### src/rtl/dmem_dump_ctrl.sv
// dmem_dump_ctrl: passes core memory traffic through, then after a halt and drain streams memory out over valid/ready.
// Optional feature macro SKIP_ZERO_EN: zero-valued words are read but never presented.
module dmem_dump_ctrl #(
    parameter int ADDR_W = 16,
    parameter int DATA_W = 16,
    parameter int DRAIN_CYCLES = 10,
    parameter logic [ADDR_W-1:0] DUMP_BASE = '0,
    parameter logic [ADDR_W-1:0] DUMP_LAST = '1
) (
    input  logic              clk,
    input  logic              reset,
    input  logic [15:0]       instr,
    input  logic              core_rd,
    input  logic              core_wr,
    input  logic [ADDR_W-1:0] core_addr,
    input  logic [DATA_W-1:0] core_wdata,
    output logic              mem_rd,
    output logic              mem_wr,
    output logic [ADDR_W-1:0] mem_addr,
    output logic [DATA_W-1:0] mem_wdata,
    input  logic [DATA_W-1:0] mem_rdata,
    output logic              dump_valid,
    input  logic              dump_ready,
    output logic [ADDR_W-1:0] dump_addr,
    output logic [DATA_W-1:0] dump_data,
    output logic              halted,
    output logic              done
);
    localparam int CW = DRAIN_CYCLES > 1 ? $clog2(DRAIN_CYCLES) : 1;

    typedef enum logic [2:0] {RUN, DRAIN, ISSUE, CAPTURE, PRESENT, DONE} state_t;

    state_t            state, state_n;
    logic [CW-1:0]     cnt, cnt_n;
    logic [ADDR_W-1:0] ptr, ptr_n;
    logic              cap;
    logic              halt, pass, at_last;

    assign halt    = instr == 16'hE000 || instr == 16'hE7FF;
    assign pass    = state == RUN || state == DRAIN;
    assign at_last = ptr == DUMP_LAST;

    assign mem_rd     = pass ? core_rd : state == ISSUE;
    assign mem_wr     = pass & core_wr;
    assign mem_addr   = pass ? core_addr : ptr;
    assign mem_wdata  = pass ? core_wdata : '0;
    assign dump_valid = state == PRESENT;
    assign halted     = state != RUN;
    assign done       = state == DONE;

    always_comb begin
        state_n = state;
        cnt_n   = cnt;
        ptr_n   = ptr;
        cap     = 1'b0;
        case (state)
            RUN: begin
                cnt_n   = '0;
                state_n = halt ? DRAIN : RUN;
            end
            DRAIN: begin
                cnt_n   = cnt + CW'(1);
                state_n = cnt == CW'(DRAIN_CYCLES - 1) ? ISSUE : DRAIN;
            end
            ISSUE: state_n = CAPTURE;
            CAPTURE: begin
`ifdef SKIP_ZERO_EN
                if (mem_rdata == '0) begin
                    state_n = at_last ? DONE : ISSUE;
                    ptr_n   = at_last ? ptr : ptr + ADDR_W'(1);
                end else begin
                    cap     = 1'b1;
                    state_n = PRESENT;
                end
`else
                cap     = 1'b1;
                state_n = PRESENT;
`endif
            end
            PRESENT: begin
                // end test precedes the increment so DUMP_LAST at the top of the space never wraps
                if (dump_ready) begin
                    state_n = at_last ? DONE : ISSUE;
                    ptr_n   = at_last ? ptr : ptr + ADDR_W'(1);
                end
            end
            default: state_n = state;
        endcase
    end

    always_ff @(posedge clk) begin
        if (reset) begin
            state     <= RUN;
            cnt       <= '0;
            ptr       <= DUMP_BASE;
            dump_addr <= '0;
            dump_data <= '0;
        end else begin
            state <= state_n;
            cnt   <= cnt_n;
            ptr   <= ptr_n;
            if (cap) begin
                dump_addr <= ptr;
                dump_data <= mem_rdata;
            end
        end
    end
endmodule
### config.mk
export PLATFORM = sky130hd
export DESIGN_NAME = dmem_dump_ctrl
export DESIGN_NICKNAME = d
export VERILOG_FILES = /design/src/rtl/dmem_dump_ctrl.sv
export SDC_FILE = /design/constraint.sdc
export NUM_CORES = 1
export LEC_CHECK = 0
export CORE_MARGIN = 2
export CORE_UTILIZATION = 40
export DETAILED_ROUTE_END_ITERATION = 6
export GPL_TIMING_DRIVEN = 0
export PLACE_DENSITY = 0.81
export RECOVER_POWER = 100
export SLEW_MARGIN = 5
export SYNTH_ARGS = -nofsm -noshare
export SYNTH_HDL_FRONTEND = slang
export SYNTH_SLANG_ARGS = --single-unit
export TNS_END_PERCENT = 5
### constraint.sdc
create_clock -name clk -period 2.3 [get_ports clk]
set_input_delay 0.23 -clock clk [delete_from_list [all_inputs] [get_ports clk]]
set_output_delay 0.23 -clock clk [all_outputs]
set_load 0.02 [all_outputs]
== Word-level counts from Yosys, hierarchy flattened ==
Cells that the tools add are included.
Cells by class
  add/subtract/negate cells: 2
  equal/unequal tests: 10
  muxes and demuxes: 10
  bitwise gates (word level): 2
  reduce and logical (&&, ||, !) cells: 8
Operator list (number)
  == test 16 bit (second input constant): 3
  two-way mux 16 bit: 2
  adder 16 x 1 -> 16 bit (second input constant): 1
  case mux 3 bit (5 select lines): 1
  case mux 4 bit (2 select lines): 1
  == test 3 x 2 -> 1 bit (second input constant): 2
  == test 3 bit (second input constant): 2
  two-way mux 3 bit: 2
  nonzero test 5 bit: 1
  adder 4 x 1 -> 4 bit (second input constant): 1
  == test 4 bit (second input constant): 1
  == test 3 x 1 -> 1 bit (second input constant): 1
  zero test 3 bit: 1
  two-way mux 1 bit: 3
  AND reduction 3 bit: 1
  nonzero test 3 bit: 1
  logical OR 1 bit: 2
  two-way mux 2 bit: 1
  inequality test 2 x 1 -> 1 bit (second input constant): 1
  AND reduction 2 bit: 1
  nonzero test 2 bit: 1
  bitwise AND 1 bit: 1
  inverter 1 bit: 1
Storage, ports and cells
  register bits after elaboration: 55
  bits of input ports: 69
  logic and storage cells: 37

== Longest topological paths before layout ==
Gate-level depths: netlist of run 1.
  depth in word-level cells: 4
  mapped depth: 7
  mapped depth without buffers: 7

== Worst setup path before layout of run 1 ==
OpenSTA, ideal clock, no wires.
  path type: reg2reg
  from: reg ptr[0]
  to: reg ptr[1]
  library setup time: 0.128 ns
  arrival time: 1.569 ns
  data required time: 2.172 ns
  slack: 0.603 ns
  cell stages (with the launch flop): 8
  clock period less this slack: 1.697 ns
  path through: dfxtp_1 ha_1 and3_2 and4_1 buf_2 a21boi_2 mux2i_1 nor2_1
Between the ends
  word-level cells in the longest chain between the ends: 3
Ends and longest elaborated chain
  start: declaration: RTL line 35  | logic [ADDR_W-1:0] ptr, ptr_n;
  start signal: assignment: RTL line 101  | ptr <= ptr_n;
  parallel branches: the longest is 3 deep, another holds adder 16 x 1 -> 16 bit
Several ways; the timed one is not identified.
A chain may end at the register's enable or synchronous reset.

== Final worst setup path of run 1 ==
  from: reg state[2]
  to: out mem_addr[8]
Between the ends
  word-level cells in the longest chain between the ends: 3
Ends and longest elaborated chain
  start: declaration: RTL line 33  | state_t state, state_n;
  start signal: assignment: RTL line 99  | state <= state_n;
  == test 3 x 1 -> 1 bit / zero test 3 bit (equally long branches): RTL line 40  | assign pass = state == RUN || state == DRAIN;
  logical OR 1 bit (*): RTL line 40
  two-way mux 16 bit (*): RTL line 45  | assign mem_addr = pass ? core_addr : ptr;
  end: declaration: RTL line 19  | output logic [ADDR_W-1:0] mem_addr,
Every way passes the cells marked *; elsewhere a longest branch is shown, timed or not.

==> flow_metrics.tcl, run 1 <==
set metrics [dict create \
    postPlaceCellArea_mm2 0.00415 \
    drv_slew 0 \
    ant_nets 0 \
    clockBufferDepth 2 \
    final_area_mm2 0.00418 \
    routed_wl_um 7470 \
    start_kind "flop" \
    hold_class "in -> reg" \
    grt_max_degree 18 \
    rr_worst_depth 6 \
    ys_ff_latch 55 \
    fin_skew_ns 0.00754 \
    die_y_um 86.0 \
    clock-sinks 55 \
    slew_headroom 0.524 \
    io_buffers 136 \
    yosysSeqAreaShare 0.409 \
    drive_gt1_frac 0.0771 \
    cpMaxStageDelayCell "clkdlybuf4s50_1" \
    setup_viol 4 \
    dr.pass1.iters 6 \
    ioPinCount 138 \
    fin_crit_sh 1.03 \
    grt-ovfl-total 0 \
    drv_cap 0 \
    vdd_drop_max_uv 279 \
    coreArea_mm2 0.00642 \
    areaGrowthSynthToFinish_pct 55.2 \
    hold_violations 0 \
    drt_iter0_markers 101 \
    antenna_found_initial 0 \
    diodes 0 \
    path_clk_slew_ns 0.10 \
    initial_core_util 0.419 \
    ctsHoldBuffers 0 \
    die-area_mm2 0.00740 \
    required_ns 2.07 \
    synthDistinctLibCells 38 \
    r2r_setup_slack_ns 0.07 \
    finalNonFillerCells 557 \
    die_width_um 86.0 \
    post_cts_buffers 0 \
    synth.net_count 408 \
    tightestPinTransition_ns 0.708 \
    syn_area_mm2 0.00269 \
    drc_errors 0 \
    fin_nets 551 \
    fmax_ghz 0.424 \
    yosysWarnings 0 \
    cts_made_buffers 5 \
    post_drt_wl_per_cell_um 13.4 \
    reg2reg_to "dump_data[15]" \
    power.density_mw_per_mm2 424 \
    hold_depth 2 \
    post-dp-hpwl_um 5730 \
    cp_max_fo 10 \
    cp.arrival_ns 2.13 \
    clk_latency_ns 0.31 \
    cts_tree "done" \
    status "finished, violations left" \
    min_period_ns 2.36 \
    cpPeakStageDelay_ns 0.54 \
    final_cell_mix "87 x clkdlybuf4s50_1, 80 x nand2_1, 55 x dfxtp_1, 45 x a21oi_1, 33 x dlygate4sd3_1" \
    cp_cell_sequence "clkbuf_2 -> nor2_2 -> buf_4 -> mux2_2 -> clkdlybuf4s50_1" \
    end_kind "primary output" \
    vias_per_cell 5.03 \
    place_inst 549 \
    cts_root_buf "clkbuf_8" \
    crit_type "reg -> out" \
    r2r_start "state[0]" \
    vias 2802 \
    synthArstFlopShare 0 \
    grt_pass1_wl_um 12300 \
    grt_pass1_vias 2805 \
    grt_setup_unrepaired "true" \
    final.setup.worst_slack_ns -0.0610 \
    syn-instance-count 336 \
    place_congestion 0.816 \
    min_from "reset" \
    mostFrequentLayoutCell "clkdlybuf4s50_1" \
    synth-main-ff-cell "dfxtp_1" \
    violations "setup timing" \
    leakage_nw 1.56 \
    htree_levels 2 \
    syn_area_per_cell_um2 8.01 \
    hold_end "cnt[1]" \
    synth_edf_count 0 \
    grt_usage 0.204 \
    fp-row-count 29 \
    finalPower_mw 1.77 \
]
==> cell type report <==
| type | instances | area [um^2] |
|---|---|---|
| fill | 587 | 2250 |
| tap | 77 | 96.3 |
| sequential | 55 | 1100 |
| clock inverter | 2 | 16.3 |
| multi-input combinational | 254 | 1450 |
| timing repair buffer | 136 | 1320 |
| clock buffer | 6 | 82.6 |
| inverter | 6 | 22.5 |
| buffer | 21 | 91.3 |
==> through the flow <==
stage	setup TNS, ns	hold WS [ns]	utilization	setup slack, ns
after global routing	-3.20	0.397	0.650	-0.147
after floorplan	0	0.366	-	0.603
after CTS	-0.305	0.331	0.662	-0.0619
final	-0.226	0.347	0.650	-0.0610
after global placement	-0.0306	0.441	0.646	-0.0306
after detailed placement	-0.142	0.448	0.646	-0.0571
==> worst max path at each step <==
stage | start | endpoint | slack, ns | cells past startpoint
2_1_floorplan | ptr[0] | ptr[1] | 0.60 | 7
3_3_place_gp | state[2] | mem_addr[9] | -0.03 | 5
3_5_place_dp | state[2] | mem_addr[9] | -0.06 | 5
4_1_cts | state[2] | mem_addr[0] | -0.06 | 5
5_1_grt | state[2] | mem_addr[5] | -0.15 | 5
6_report | state[2] | mem_addr[8] | -0.06 | 5
==> cell families (layout without fill, tap and decap cells) <==
logic type,count (synthesis),after routing,synth area share
simple gates,158,158,0.280
compound gates,64,64,0.147
flops,55,55,0.409
buf+inv,27,171,0.0423
xor+xnor,15,15,0.0488
mux,14,14,0.0581
fa+ha+maj,3,3,0.0139
==> Yosys cell counts (4+ instances only) <==
master    number  area (um^2)
nor4_1         4         25.0
mux2_2        13          146
xnor2_1       15          131
clkbuf_1      16         60.1
inv_1          6         22.5
dfxtp_1       55         1100
o21ai_0        7         35.0
and2_1        17          106
nor2_1        23         86.3
nand2_1       80          300
nand4_1        5         31.3
nand3_1        7         35.0
nor3_1         5         25.0
buf_2          4         20.0
a21oi_1       45          225
==> per-layer routing <==
metal | track usage | share of wire | vias up
met1 | 0.230 | 0.40 | 1262
met4 | 0.0736 | 0.023 | 0
met2 | 0.375 | 0.50 | 111
li1 | - | - | 1418
met3 | 0.0414 | 0.079 | 11
met5 | 0 | 0 | -
==> critical path: cells and delay by family, from the launching register on <==
family	cells	cell delay, ns
buffers and inverters	3	0.96
DFF	1	0.33
and+or+nand+nor	1	0.18
muxes	1	0.35
==> power by group <==
part / switching (mW) / total [mW] / internal (mW)
combinational: 0.0967 / 0.256 / 0.159
clock: 0.318 / 0.565 / 0.246
sequential: 0.000000989 / 0.951 / 0.951
==> what timing repair did <==
item / in CTS / in global routing
endpoints found under the setup margin: 34 / 25
pin swaps: 1 / 0
resized for setup: 14 / 10
cloned: 0 / 0
hold endpoints to repair: 0 / 0
==> registers in the layout, indices dropped and copies added (netlist names) <==
signal and count:
dump_addr 16, dump_data 16, ptr 16, cnt 4
state 3
(Power assumes the default switching activity.)
==> inputs of run 2 (changes only) <==
--- a/config.mk
+++ b/config.mk
@@ -11,7 +11,6 @@
 export GPL_TIMING_DRIVEN = 0
 export PLACE_DENSITY = 0.81
 export RECOVER_POWER = 100
-export SLEW_MARGIN = 5
 export SYNTH_ARGS = -nofsm -noshare
 export SYNTH_HDL_FRONTEND = slang
 export SYNTH_SLANG_ARGS = --single-unit
==> results of run 2 <==
No change in the layout: final DEF, timing and power equal those of run 1.
